`config.mk`:
```
export PLATFORM = sky130hd
export DESIGN_NAME = iob_eth_mii_loopback_flat
export DESIGN_NICKNAME = d
export VERILOG_FILES = /design/src/rtl/iob_eth_mii_loopback_if.sv /design/src/rtl/iob_eth_mii_loopback.sv /design/src/flat_wrapper.sv
export SDC_FILE = /design/constraint.sdc
export NUM_CORES = 1
export LEC_CHECK = 0
export CAP_MARGIN = 20
export CORE_MARGIN = 3
export CORE_UTILIZATION = 45
export CTS_CLUSTER_SIZE = 28
export DETAILED_ROUTE_END_ITERATION = 10
export PLACE_DENSITY = 0.73
export SYNTH_ARGS = -nofsm -noshare
export SYNTH_HDL_FRONTEND = slang
export SYNTH_SLANG_ARGS = --single-unit
```
`constraint.sdc`:
```
create_clock -name clk_i -period 2.2 [get_ports clk_i]
set_input_delay 0.22 -clock clk_i [delete_from_list [all_inputs] [get_ports clk_i]]
set_output_delay 0.22 -clock clk_i [all_outputs]
set_load 0.1 [all_outputs]
```
`src/rtl/iob_eth_mii_loopback_if.sv`:
```
`default_nettype none
// ============================================================================
// Module   : iob_eth_mii_loopback_if
// Purpose  : MII/GMII pin bundle between a MAC and the loopback channel model.
//            Signal names are from the channel's point of view
//            (tx_* enter the channel, rx_* leave it).
// Ports    : tx_data_i / tx_en_i / tx_er_i  - MAC transmit side
//            rx_data_o / rx_dv_o / rx_er_o  - MAC receive side
// Modports : master - MAC side (drives tx, observes rx)
//            slave  - channel side (observes tx, drives rx)
// Revision : 1.0 - initial release
// ============================================================================
interface iob_eth_mii_loopback_if #(
  parameter int DATA_W = 4
);
  logic [DATA_W-1:0] tx_data_i;
  logic              tx_en_i;
  logic              tx_er_i;
  logic [DATA_W-1:0] rx_data_o;
  logic              rx_dv_o;
  logic              rx_er_o;

  modport master (
    output tx_data_i, tx_en_i, tx_er_i,
    input  rx_data_o, rx_dv_o, rx_er_o
  );

  modport slave (
    input  tx_data_i, tx_en_i, tx_er_i,
    output rx_data_o, rx_dv_o, rx_er_o
  );
endinterface
`default_nettype wire

```
`src/rtl/iob_eth_mii_loopback.sv`:
```
`default_nettype none
// ============================================================================
// Module   : iob_eth_mii_loopback
// Purpose  : Cycle-accurate MII/GMII loopback channel for MAC simulation.
//            DELAY-stage pipeline of {dv, er, data}, frame tracking FSM,
//            frame/beat statistics and optional one-shot beat corruption.
// Params   : DATA_W (4=MII, 8=GMII), DELAY (1..64 cycles), CNT_W (counters)
// Ports    : clk_i, arst_n_i (async, active-low), en_i (sampled in IDLE)
//            mii            - tx/rx pin bundle (slave modport)
//            corrupt_arm_i  - pulse: latch corrupt_idx_i/corrupt_mask_i, arm
//            armed_o        - corruption pending
//            frame_cnt_o    - completed frames (wrapping)
//            last_len_o     - beats in last completed frame (saturating)
//            busy_o         - high while in FRAME or GAP
// Config   : `define IOB_ETH_LOOPBACK_ERR_INJ_EN to build the corruption
//            logic; otherwise corrupt_* are ignored and armed_o is 0.
// Revision : 1.0 - initial release
// ============================================================================
module iob_eth_mii_loopback #(
  parameter int DATA_W = 4,
  parameter int DELAY  = 2,
  parameter int CNT_W  = 16
) (
  input  wire logic              clk_i,
  input  wire logic              arst_n_i,
  input  wire logic              en_i,
  iob_eth_mii_loopback_if.slave  mii,
  input  wire logic              corrupt_arm_i,
  input  wire logic [CNT_W-1:0]  corrupt_idx_i,
  input  wire logic [DATA_W-1:0] corrupt_mask_i,
  output logic                   armed_o,
  output logic [CNT_W-1:0]       frame_cnt_o,
  output logic [CNT_W-1:0]       last_len_o,
  output logic                   busy_o
);

  localparam int STG_W = DATA_W + 2;
  localparam int GAP_W = $clog2(DELAY) + 1;
  localparam logic [GAP_W-1:0] GAP_LAST = GAP_W'(DELAY - 1);

  typedef enum logic [1:0] {
    S_IDLE  = 2'd0,
    S_FRAME = 2'd1,
    S_GAP   = 2'd2
  } state_t;

  state_t            state_q, state_d;
  logic              loop_en_q, loop_en_d;
  logic [CNT_W-1:0]  beat_cnt_q, beat_cnt_d;
  logic [GAP_W-1:0]  gap_cnt_q, gap_cnt_d;
  logic [CNT_W-1:0]  frame_cnt_q, frame_cnt_d;
  logic [CNT_W-1:0]  last_len_q, last_len_d;
  logic              busy_q, busy_d;
  logic [STG_W-1:0]  pipe_q [DELAY];
  logic [STG_W-1:0]  stage0;
  logic [DATA_W-1:0] xor_mask;

`ifdef IOB_ETH_LOOPBACK_ERR_INJ_EN
  logic              armed_q;
  logic [CNT_W-1:0]  idx_q;
  logic [DATA_W-1:0] mask_q;
  logic [CNT_W-1:0]  beat_idx;
  logic              match;

  // Index of the beat currently on tx: in FRAME it equals the beats seen so
  // far; a beat arriving outside FRAME starts a frame and is index 0.
  assign beat_idx = (state_q == S_FRAME) ? beat_cnt_q : '0;
  // Restarts out of GAP are not candidates for corruption.
  assign match    = armed_q && loop_en_q && mii.tx_en_i &&
                    (state_q != S_GAP) && (beat_idx == idx_q);
  assign xor_mask = match ? mask_q : '0;

  // A new arm pulse wins over the clear from a simultaneous match; the
  // current beat has already used the old index/mask combinationally.
  always_ff @(posedge clk_i or negedge arst_n_i) begin
    if (!arst_n_i) begin
      armed_q <= 1'b0;
      idx_q   <= '0;
      mask_q  <= '0;
    end else if (corrupt_arm_i) begin
      armed_q <= 1'b1;
      idx_q   <= corrupt_idx_i;
      mask_q  <= corrupt_mask_i;
    end else if (match) begin
      armed_q <= 1'b0;
    end
  end

  assign armed_o = armed_q;
`else
  logic unused_corrupt;
  assign unused_corrupt = ^{corrupt_arm_i, corrupt_idx_i, corrupt_mask_i};
  assign xor_mask       = '0;
  assign armed_o        = 1'b0;
`endif

  // Channel input is forced idle while the loop is disabled.
  assign stage0 = loop_en_q ? {mii.tx_en_i, mii.tx_er_i, mii.tx_data_i ^ xor_mask}
                            : '0;

  always_ff @(posedge clk_i or negedge arst_n_i) begin
    if (!arst_n_i) begin
      for (int i = 0; i < DELAY; i++) pipe_q[i] <= '0;
    end else begin
      pipe_q[0] <= stage0;
      for (int i = 1; i < DELAY; i++) pipe_q[i] <= pipe_q[i-1];
    end
  end

  assign mii.rx_dv_o   = pipe_q[DELAY-1][STG_W-1];
  assign mii.rx_er_o   = pipe_q[DELAY-1][STG_W-2];
  assign mii.rx_data_o = pipe_q[DELAY-1][DATA_W-1:0];

  always_ff @(posedge clk_i or negedge arst_n_i) begin
    if (!arst_n_i) begin
      state_q     <= S_IDLE;
      loop_en_q   <= 1'b0;
      beat_cnt_q  <= '0;
      gap_cnt_q   <= '0;
      frame_cnt_q <= '0;
      last_len_q  <= '0;
      busy_q      <= 1'b0;
    end else begin
      state_q     <= state_d;
      loop_en_q   <= loop_en_d;
      beat_cnt_q  <= beat_cnt_d;
      gap_cnt_q   <= gap_cnt_d;
      frame_cnt_q <= frame_cnt_d;
      last_len_q  <= last_len_d;
      busy_q      <= busy_d;
    end
  end

  always_comb begin
    state_d     = state_q;
    beat_cnt_d  = beat_cnt_q;
    gap_cnt_d   = gap_cnt_q;
    frame_cnt_d = frame_cnt_q;
    last_len_d  = last_len_q;
    // The enable only changes between frames so a frame is never truncated.
    loop_en_d   = (state_q == S_IDLE) ? en_i : loop_en_q;

    case (state_q)
      S_IDLE: begin
        if (loop_en_q && mii.tx_en_i) begin
          state_d    = S_FRAME;
          beat_cnt_d = CNT_W'(1);
        end
      end
      S_FRAME: begin
        if (mii.tx_en_i) begin
          if (!(&beat_cnt_q)) beat_cnt_d = beat_cnt_q + CNT_W'(1);
        end else begin
          state_d     = S_GAP;
          gap_cnt_d   = '0;
          frame_cnt_d = frame_cnt_q + CNT_W'(1);
          last_len_d  = beat_cnt_q;
        end
      end
      S_GAP: begin
        // GAP holds for DELAY cycles so the frame tail drains before IDLE.
        if (mii.tx_en_i) begin
          state_d    = S_FRAME;
          beat_cnt_d = CNT_W'(1);
        end else if (gap_cnt_q == GAP_LAST) begin
          state_d = S_IDLE;
        end else begin
          gap_cnt_d = gap_cnt_q + GAP_W'(1);
        end
      end
      default: state_d = S_IDLE;
    endcase

    busy_d = (state_d != S_IDLE);
  end

  assign frame_cnt_o = frame_cnt_q;
  assign last_len_o  = last_len_q;
  assign busy_o      = busy_q;

endmodule
`default_nettype wire

```
`src/flat_wrapper.sv`:
```
// flat-port wrapper written by rule: the top's interface ports become plain ports
module iob_eth_mii_loopback_flat 
#(
  parameter int DATA_W = 4,
  parameter int DELAY  = 2,
  parameter int CNT_W  = 16
)
  (clk_i, arst_n_i, en_i, corrupt_arm_i, corrupt_idx_i, corrupt_mask_i, armed_o, frame_cnt_o, last_len_o, busy_o, mii_tx_data_i, mii_tx_en_i, mii_tx_er_i, mii_rx_data_o, mii_rx_dv_o, mii_rx_er_o);
  iob_eth_mii_loopback_if #(.DATA_W(DATA_W)) mii_i ();
  input  wire logic clk_i;
  input  wire logic arst_n_i;
  input  wire logic en_i;
  input  wire logic corrupt_arm_i;
  input  wire logic [CNT_W-1:0] corrupt_idx_i;
  input  wire logic [DATA_W-1:0] corrupt_mask_i;
  output logic armed_o;
  output logic [CNT_W-1:0] frame_cnt_o;
  output logic [CNT_W-1:0] last_len_o;
  output logic busy_o;
  input wire logic [$bits(mii_i.tx_data_i)-1:0] mii_tx_data_i;
  input wire logic [$bits(mii_i.tx_en_i)-1:0] mii_tx_en_i;
  input wire logic [$bits(mii_i.tx_er_i)-1:0] mii_tx_er_i;
  output wire logic [$bits(mii_i.rx_data_o)-1:0] mii_rx_data_o;
  output wire logic [$bits(mii_i.rx_dv_o)-1:0] mii_rx_dv_o;
  output wire logic [$bits(mii_i.rx_er_o)-1:0] mii_rx_er_o;
  assign mii_i.tx_data_i = mii_tx_data_i;
  assign mii_i.tx_en_i = mii_tx_en_i;
  assign mii_i.tx_er_i = mii_tx_er_i;
  assign mii_rx_data_o = mii_i.rx_data_o;
  assign mii_rx_dv_o = mii_i.rx_dv_o;
  assign mii_rx_er_o = mii_i.rx_er_o;
  iob_eth_mii_loopback #(.DATA_W(DATA_W), .DELAY(DELAY), .CNT_W(CNT_W)) u_core (.clk_i(clk_i), .arst_n_i(arst_n_i), .en_i(en_i), .mii(mii_i), .corrupt_arm_i(corrupt_arm_i), .corrupt_idx_i(corrupt_idx_i), .corrupt_mask_i(corrupt_mask_i), .armed_o(armed_o), .frame_cnt_o(frame_cnt_o), .last_len_o(last_len_o), .busy_o(busy_o));
endmodule
```
# --- After elaboration in Yosys (flattened, before gate mapping) ---
# Index checks and enable logic that the tools add are counted.
op_classes:
  n_mux: 15
  add_sub_neg: 3
  n_eq_ne: 10
  n_bitwise: 1
  reduce_logical: 9
ops:
  columns: ["op", "count"]
  rows:
  - ["$mux W16", 4]
  - ["$pmux W16 S3", 1]
  - ["$add A16 B1 Y16 const B", 2]
  - ["$reduce_and A16 Y1", 1]
  - ["$mux W2", 7]
  - ["$ne A2 B2 Y1 const B", 7]
  - ["$mux W6", 1]
  - ["$pmux W2 S3", 1]
  - ["$reduce_and A5 Y1", 1]
  - ["$eq A2 B1 Y1 const B", 2]
  - ["$pmux W2 S2", 1]
  - ["$reduce_and A4 Y1", 1]
  - ["$reduce_bool A2 Y1", 2]
  - ["$reduce_bool A3 Y1", 1]
  - ["$add A2 B1 Y2 const B", 1]
  - ["$eq A2 B2 Y1 const B", 1]
  - ["$logic_not A2 Y1", 1]
  - ["$reduce_and A2 Y1", 1]
  - ["$logic_and A1 B1 Y1", 1]
  - ["$not A1 Y1", 1]
word_totals:
  reg_bits: 66
  wordCells: 47
  output_inout_bits: 40
  in_bits: 30

# --- Depth between registers and ports, before layout ---
depth:
  word_depth: 5
  mapped_depth: 7

# --- Least setup slack after synthesis ---
# No wires, ideal clock.
synth_timing:
  kind: "flip-flop to flip-flop"
  startpoint: "register u_core.frame_cnt_q[0], in the netlist u_core.frame_cnt_o[0]"
  endpoint: "register u_core.frame_cnt_q[14], in the netlist u_core.frame_cnt_o[14]"
  arrival_ps: 1975
  required_time_ps: 2042
  path_buffers: 0
  path_stages_with_launch: 6
  setup_ps: 158
  path_slack_ps: 67
  path_cell_list: "dfrtp_1 -> ha_1 -> nand3_1 -> nor4_2 -> nand4_1 -> xnor2_1"
synth_via:
  elab_chain_len: 1
synth_lines:
  columns: ["item", "line_no", "rtl"]
  rows:
  - ["start: declaration", "iob_eth_mii_loopback.sv:51", "logic [CNT_W-1:0] frame_cnt_q, frame_cnt_d;"]
  - ["start signal: assignment", "iob_eth_mii_loopback.sv:128", "frame_cnt_q <= frame_cnt_d;"]
  - ["$add A16 B1 Y16", "iob_eth_mii_loopback.sv:156", "frame_cnt_d = frame_cnt_q + CNT_W'(1);"]
# No other way between the ends.
# A chain may end at the register's enable or synchronous reset.

# --- Worst setup path in the final report ---
layout_timing:
  startpoint: "register u_core.beat_cnt_q[0]"
  endpoint: "register u_core.beat_cnt_q[6]"
layout_via:
  elab_chain_len: 4
  word_cells_on_any_way: 7
  cone_classes: "add/sub: 1; eq/ne: 1; mux: 3; reduce/logical: 2"
layout_lines:
  columns: ["item", "line_no", "rtl"]
  rows:
  - ["start: declaration", "iob_eth_mii_loopback.sv:49", "logic [CNT_W-1:0] beat_cnt_q, beat_cnt_d;"]
  - ["start signal: assignment", "iob_eth_mii_loopback.sv:126", "beat_cnt_q <= beat_cnt_d;"]
  - ["$add A16 B1 Y16", "iob_eth_mii_loopback.sv:152", "if (!(&beat_cnt_q)) beat_cnt_d = beat_cnt_q + CNT_W'(1);"]
  - ["$mux W16", "iob_eth_mii_loopback.sv:152", null]
  - ["$mux W16", "iob_eth_mii_loopback.sv:151", "if (mii.tx_en_i) begin"]
  - ["$pmux W16 S3", "iob_eth_mii_loopback.sv:143", "case (state_q)"]
# Parallel ways exist; a longest one is shown, timed or not. The select of a mux whose other input is x is not followed.

==> results.txt <==
----------------------------------------------------
[Run status]
  Run status ... finished, final reports clean

[Drt]
  Number of design rule violations left after detail routing ... 0
  Via count ... ~2100
  Average wire per cell in the routed design ... roughly 15 microns
  Number of nets with antenna violations after routing ... 0
  Mean number of vias per cell ... ~5.5
  Number of DRC markers in iteration 0 ... ~100
  Detailed-route wire length ... between 5000 and 6000 microns
  Pre-Repair DR Iteration Count ... 4

[Global route]
  All-Layer GR Usage ... between 15 and 20%
  Largest net degree at the start of global routing ... 43
  Wire length of the first global-routing pass ... just under 10000 microns
  Aggregate global routing overflow ... 0
  Antenna violations before repair ... 0
  Via count of the first global-routing pass ... between 1500 and 2000

[Place]
  Number of buffer cells added on primary ports ... 47
  Total half-perimeter wirelength after legalization and detailed placement ... about 4200 microns
  Gp weighted congestion ... between 0.9 and 1
  Post-place setup slack ... 0.258 ns

[Setup path]
  Count of buffering cells on the critical path with inverters included ... 1
  Crit end category ... flop
  Data required time of the worst path ... 2.41 ns
  Worst path slowest cell ... sky130_fd_sc_hd__dfrtp_1
  Worst-path cell chain ... ha_1 > and3_1 > and4_4 > nor2_1 > buf_4 > a221o_1
  Critical Path AT ... roughly 2.1 ns
  Delay contributed by the slowest stage of the critical path ... approximately 0.45 ns
  Element type at the critical path start ... flop
  Largest delay share family, worst path ... simple AND/OR/NAND/NOR gates
  Start-to-end type of the worst setup path ... reg2reg
  Largest fanout on the critical path ... 9

[Clock network]
  Clock Sinks ... 66
  Worst-skew pair later-pin latency ... 0.33 ns
  Inserted Clock Buffers ... 9
  Max Root-Sink Buffers ... 2
  Clock H-tree levels ... 3
  Clock input transition at the sequential cells of the worst setup and hold paths ... ~0.070 ns
  TritonCTS clock tree ... built
  Clock tree root buffer cell ... sky130_fd_sc_hd__clkbuf_8
  Number of post-CTS setup repair buffers ... 0

[Synthesis]
  Syn Std Cell Area ... between 3000 and 4000 sq um
  Number of enable flip-flop cells after synthesis ... 0
  Cell type with the highest aggregate area in the netlist ... sky130_fd_sc_hd__dfrtp_1
  Top flip-flop cell by instance count after synthesis ... sky130_fd_sc_hd__dfrtp_1
  Distinct cell type count after synthesis ... between 50 and 60
  Fraction of synthesized cell area taken by the top area cell type ... approximately 55%
  Syn. warnings ... 0
  Number of nets produced by synthesis ... 285
  Post-Synthesis Mean Instance Area ... around 12 sq um
  Cells taking the most area after synthesis ... sky130_fd_sc_hd__dfrtp_1 55%, sky130_fd_sc_hd__mux2_4 4.0%, sky130_fd_sc_hd__mux2_2 3.8%, sky130_fd_sc_hd__a221o_1 2.3%, sky130_fd_sc_hd__xnor2_1 2.3%
  Gate count after technology mapping ... 252
  Async set-or-reset flop fraction in the synthesized netlist ... 100%
  Portion of the post-synthesis area used by sequential elements ... 55.0%
  Flip-flop and latch count after synthesis ... between 60 and 70

[STA]
  Peak Freq ... ~520 MHz
  Setup Total Neg Slack ... 0 ns
  Worst-margin pin slew ... around 0.6 ns
  Time the final worst path needs with I/O delays and setup ... 1.90 ns
  Part of the cycle the worst path needs ... 86.6%
  Final Hold Fails ... 0
  Unrepaired setup endpoints after global routing ... no
  Headroom to the max-slew limit ... 60.3%
  Number of endpoints failing setup at the final stage ... 0
  Min setup slack post-route ... between 0.2 and 0.3 ns
  Skew final ... about 0.0044 ns
  Number of max-slew violations in the final report ... 0

[Cells and area]
  Storage cell area ... approximately 1700 sq um
  Fraction of final layout cells sized beyond drive strength 1 ... around 30%
  Area growth from synthesis to layout ... 22.3%
  Number of fill cells in the layout ... about 550
  Area used by multi-input combinational logic ... between 1000 and 1500 sq um
  Number of antenna diodes ... 0
  Most frequent cells in the layout ... 66 x sky130_fd_sc_hd__dfrtp_1, 47 x sky130_fd_sc_hd__buf_4, 14 x sky130_fd_sc_hd__nand2_1
  Most common cell after layout, fill and taps aside ... sky130_fd_sc_hd__dfrtp_1
  Final nets ... 340

[Floorplan]
  Area of the die ... 7690 sq um
  Count of boundary I/O pins ... 70
  Die W ... a little under 90 microns
  Core footprint ... ~6400 sq um
  Initial core utilization ... a little under half
  Row Count ... 29
  Die boundary height ... just under 90 microns

[Power and ir drop]
  Total chip power ... 4.29 mW
  Power per unit of standard cell area ... approximately 1200 nW/um^2
  Max rail drop VDD ... approximately 630 uV
  Leak Pwr ... between 1.5 and 2 nW

[Min path]
  Class of the tightest hold or removal check ... reg2reg

[Flow run]
  Max_cap viols ... 0

----------------------------------------------------
-- worst register-to-register path, cell delays in order (launching register included) --
cell,delay [ns]
sky130_fd_sc_hd__dfrtp_1,0.45
sky130_fd_sc_hd__ha_1,0.21
sky130_fd_sc_hd__and3_1,0.28
sky130_fd_sc_hd__and4_4,0.32
sky130_fd_sc_hd__nor2_1,0.08
sky130_fd_sc_hd__buf_4,0.16
sky130_fd_sc_hd__a221o_1,0.30
-- flip-flops by register name (all words and copies together) (netlist names) --
register	flops
u_core.gap_cnt_q	2
u_core.mii.rx_er_o	1
u_core.last_len_o	16
u_core.beat_cnt_q	16
u_core.loop_en_q	1
u_core.state_q	2
u_core.mii.rx_data_o	4
u_core.frame_cnt_o	16
u_core.busy_o	1
u_core.pipe_q	6
u_core.mii.rx_dv_o	1
-- cells by family (layout without fill, tap and decap cells) --
logic type	Yosys count	after routing	synth area share, %
adders and majority gates	3	3	1.25
and+or+nand+nor	98	98	19.2
muxes	19	19	8.09
DFF	66	66	55.0
other	1	1	0.125
buffers and inverters	18	78	4.04
AOI/OAI and AO/OA	32	32	7.92
xor gates and xnor gates	15	15	4.38
-- timing repair --
action | CTS | global route
endpoints found under the setup margin | 0 | 0
hold buffers | 1 | 0
resized for setup | 0 | 0
hold endpoints to repair | 24 | 0
-- per-stage QoR --
stage	area, sq um	instances	util [%]	hold WS (ns)
5_1_grt	3670	389	57.2	0.367
4_1_cts	3670	389	57.2	0.356
6_report	3670	389	57.2	0.354
2_1_floorplan	3000	252	-	-0.0756
3_3_place_gp	3440	372	53.6	0.259
3_5_place_dp	3440	372	53.6	0.257
-- final timing paths --
path	start	end	slack, ns	cells after the start
min reg2reg	u_core.pipe_q[7]	u_core.mii.rx_data_o[1]	0.35	0
min	u_core.pipe_q[7]	u_core.mii.rx_data_o[1]	0.35	0
max reg2reg	u_core.beat_cnt_q[0]	u_core.beat_cnt_q[6]	0.30	6
max in group asynchronous	arst_n_i	u_core.mii.rx_data_o[0]	1.16	3
max	u_core.beat_cnt_q[0]	u_core.beat_cnt_q[6]	0.30	6
min in group asynchronous	arst_n_i	u_core.beat_cnt_q[11]	0.43	2
-- per-layer routing --
layer  up-vias  track usage [%]  share of wire, %
met2        44             27.0                49
li1       1027                -                 -
met3         6             4.99               3.7
met1      1050             21.6                46
met4         0             5.58               1.2
met5         -                0                 0
-- cells in the mapped netlist, types with 8 or more instances --
library cell / n
sky130_fd_sc_hd__and2_1: 9
sky130_fd_sc_hd__dfrtp_1: 66
sky130_fd_sc_hd__mux2_2: 10
sky130_fd_sc_hd__mux2_4: 8
sky130_fd_sc_hd__nand2_1: 14
sky130_fd_sc_hd__nand3_1: 13
sky130_fd_sc_hd__nand4_1: 9
sky130_fd_sc_hd__nor2_1: 13
sky130_fd_sc_hd__o21ai_0: 8
sky130_fd_sc_hd__xnor2_1: 8
-- final cells by class --
cell class / count / area share, %
flip-flops and latches: 66 / 45.0
repair buffers: 57 / 12.5
multi-input cells: 168 / 33.5
clock buffers: 9 / 3.37
clock inverters: 7 / 2.56
inverters: 5 / 0.511
well taps: 77 / 2.62
-- where the power goes --
| part | internal [mW] | switching [mW] |
|---|---|---|
| sequential | 1.42 | 0.210 |
| combinational | 0.403 | 1.16 |
| clock | 0.635 | 0.461 |
| total | 2.46 | 1.83 |
(Power assumes the default switching activity.)
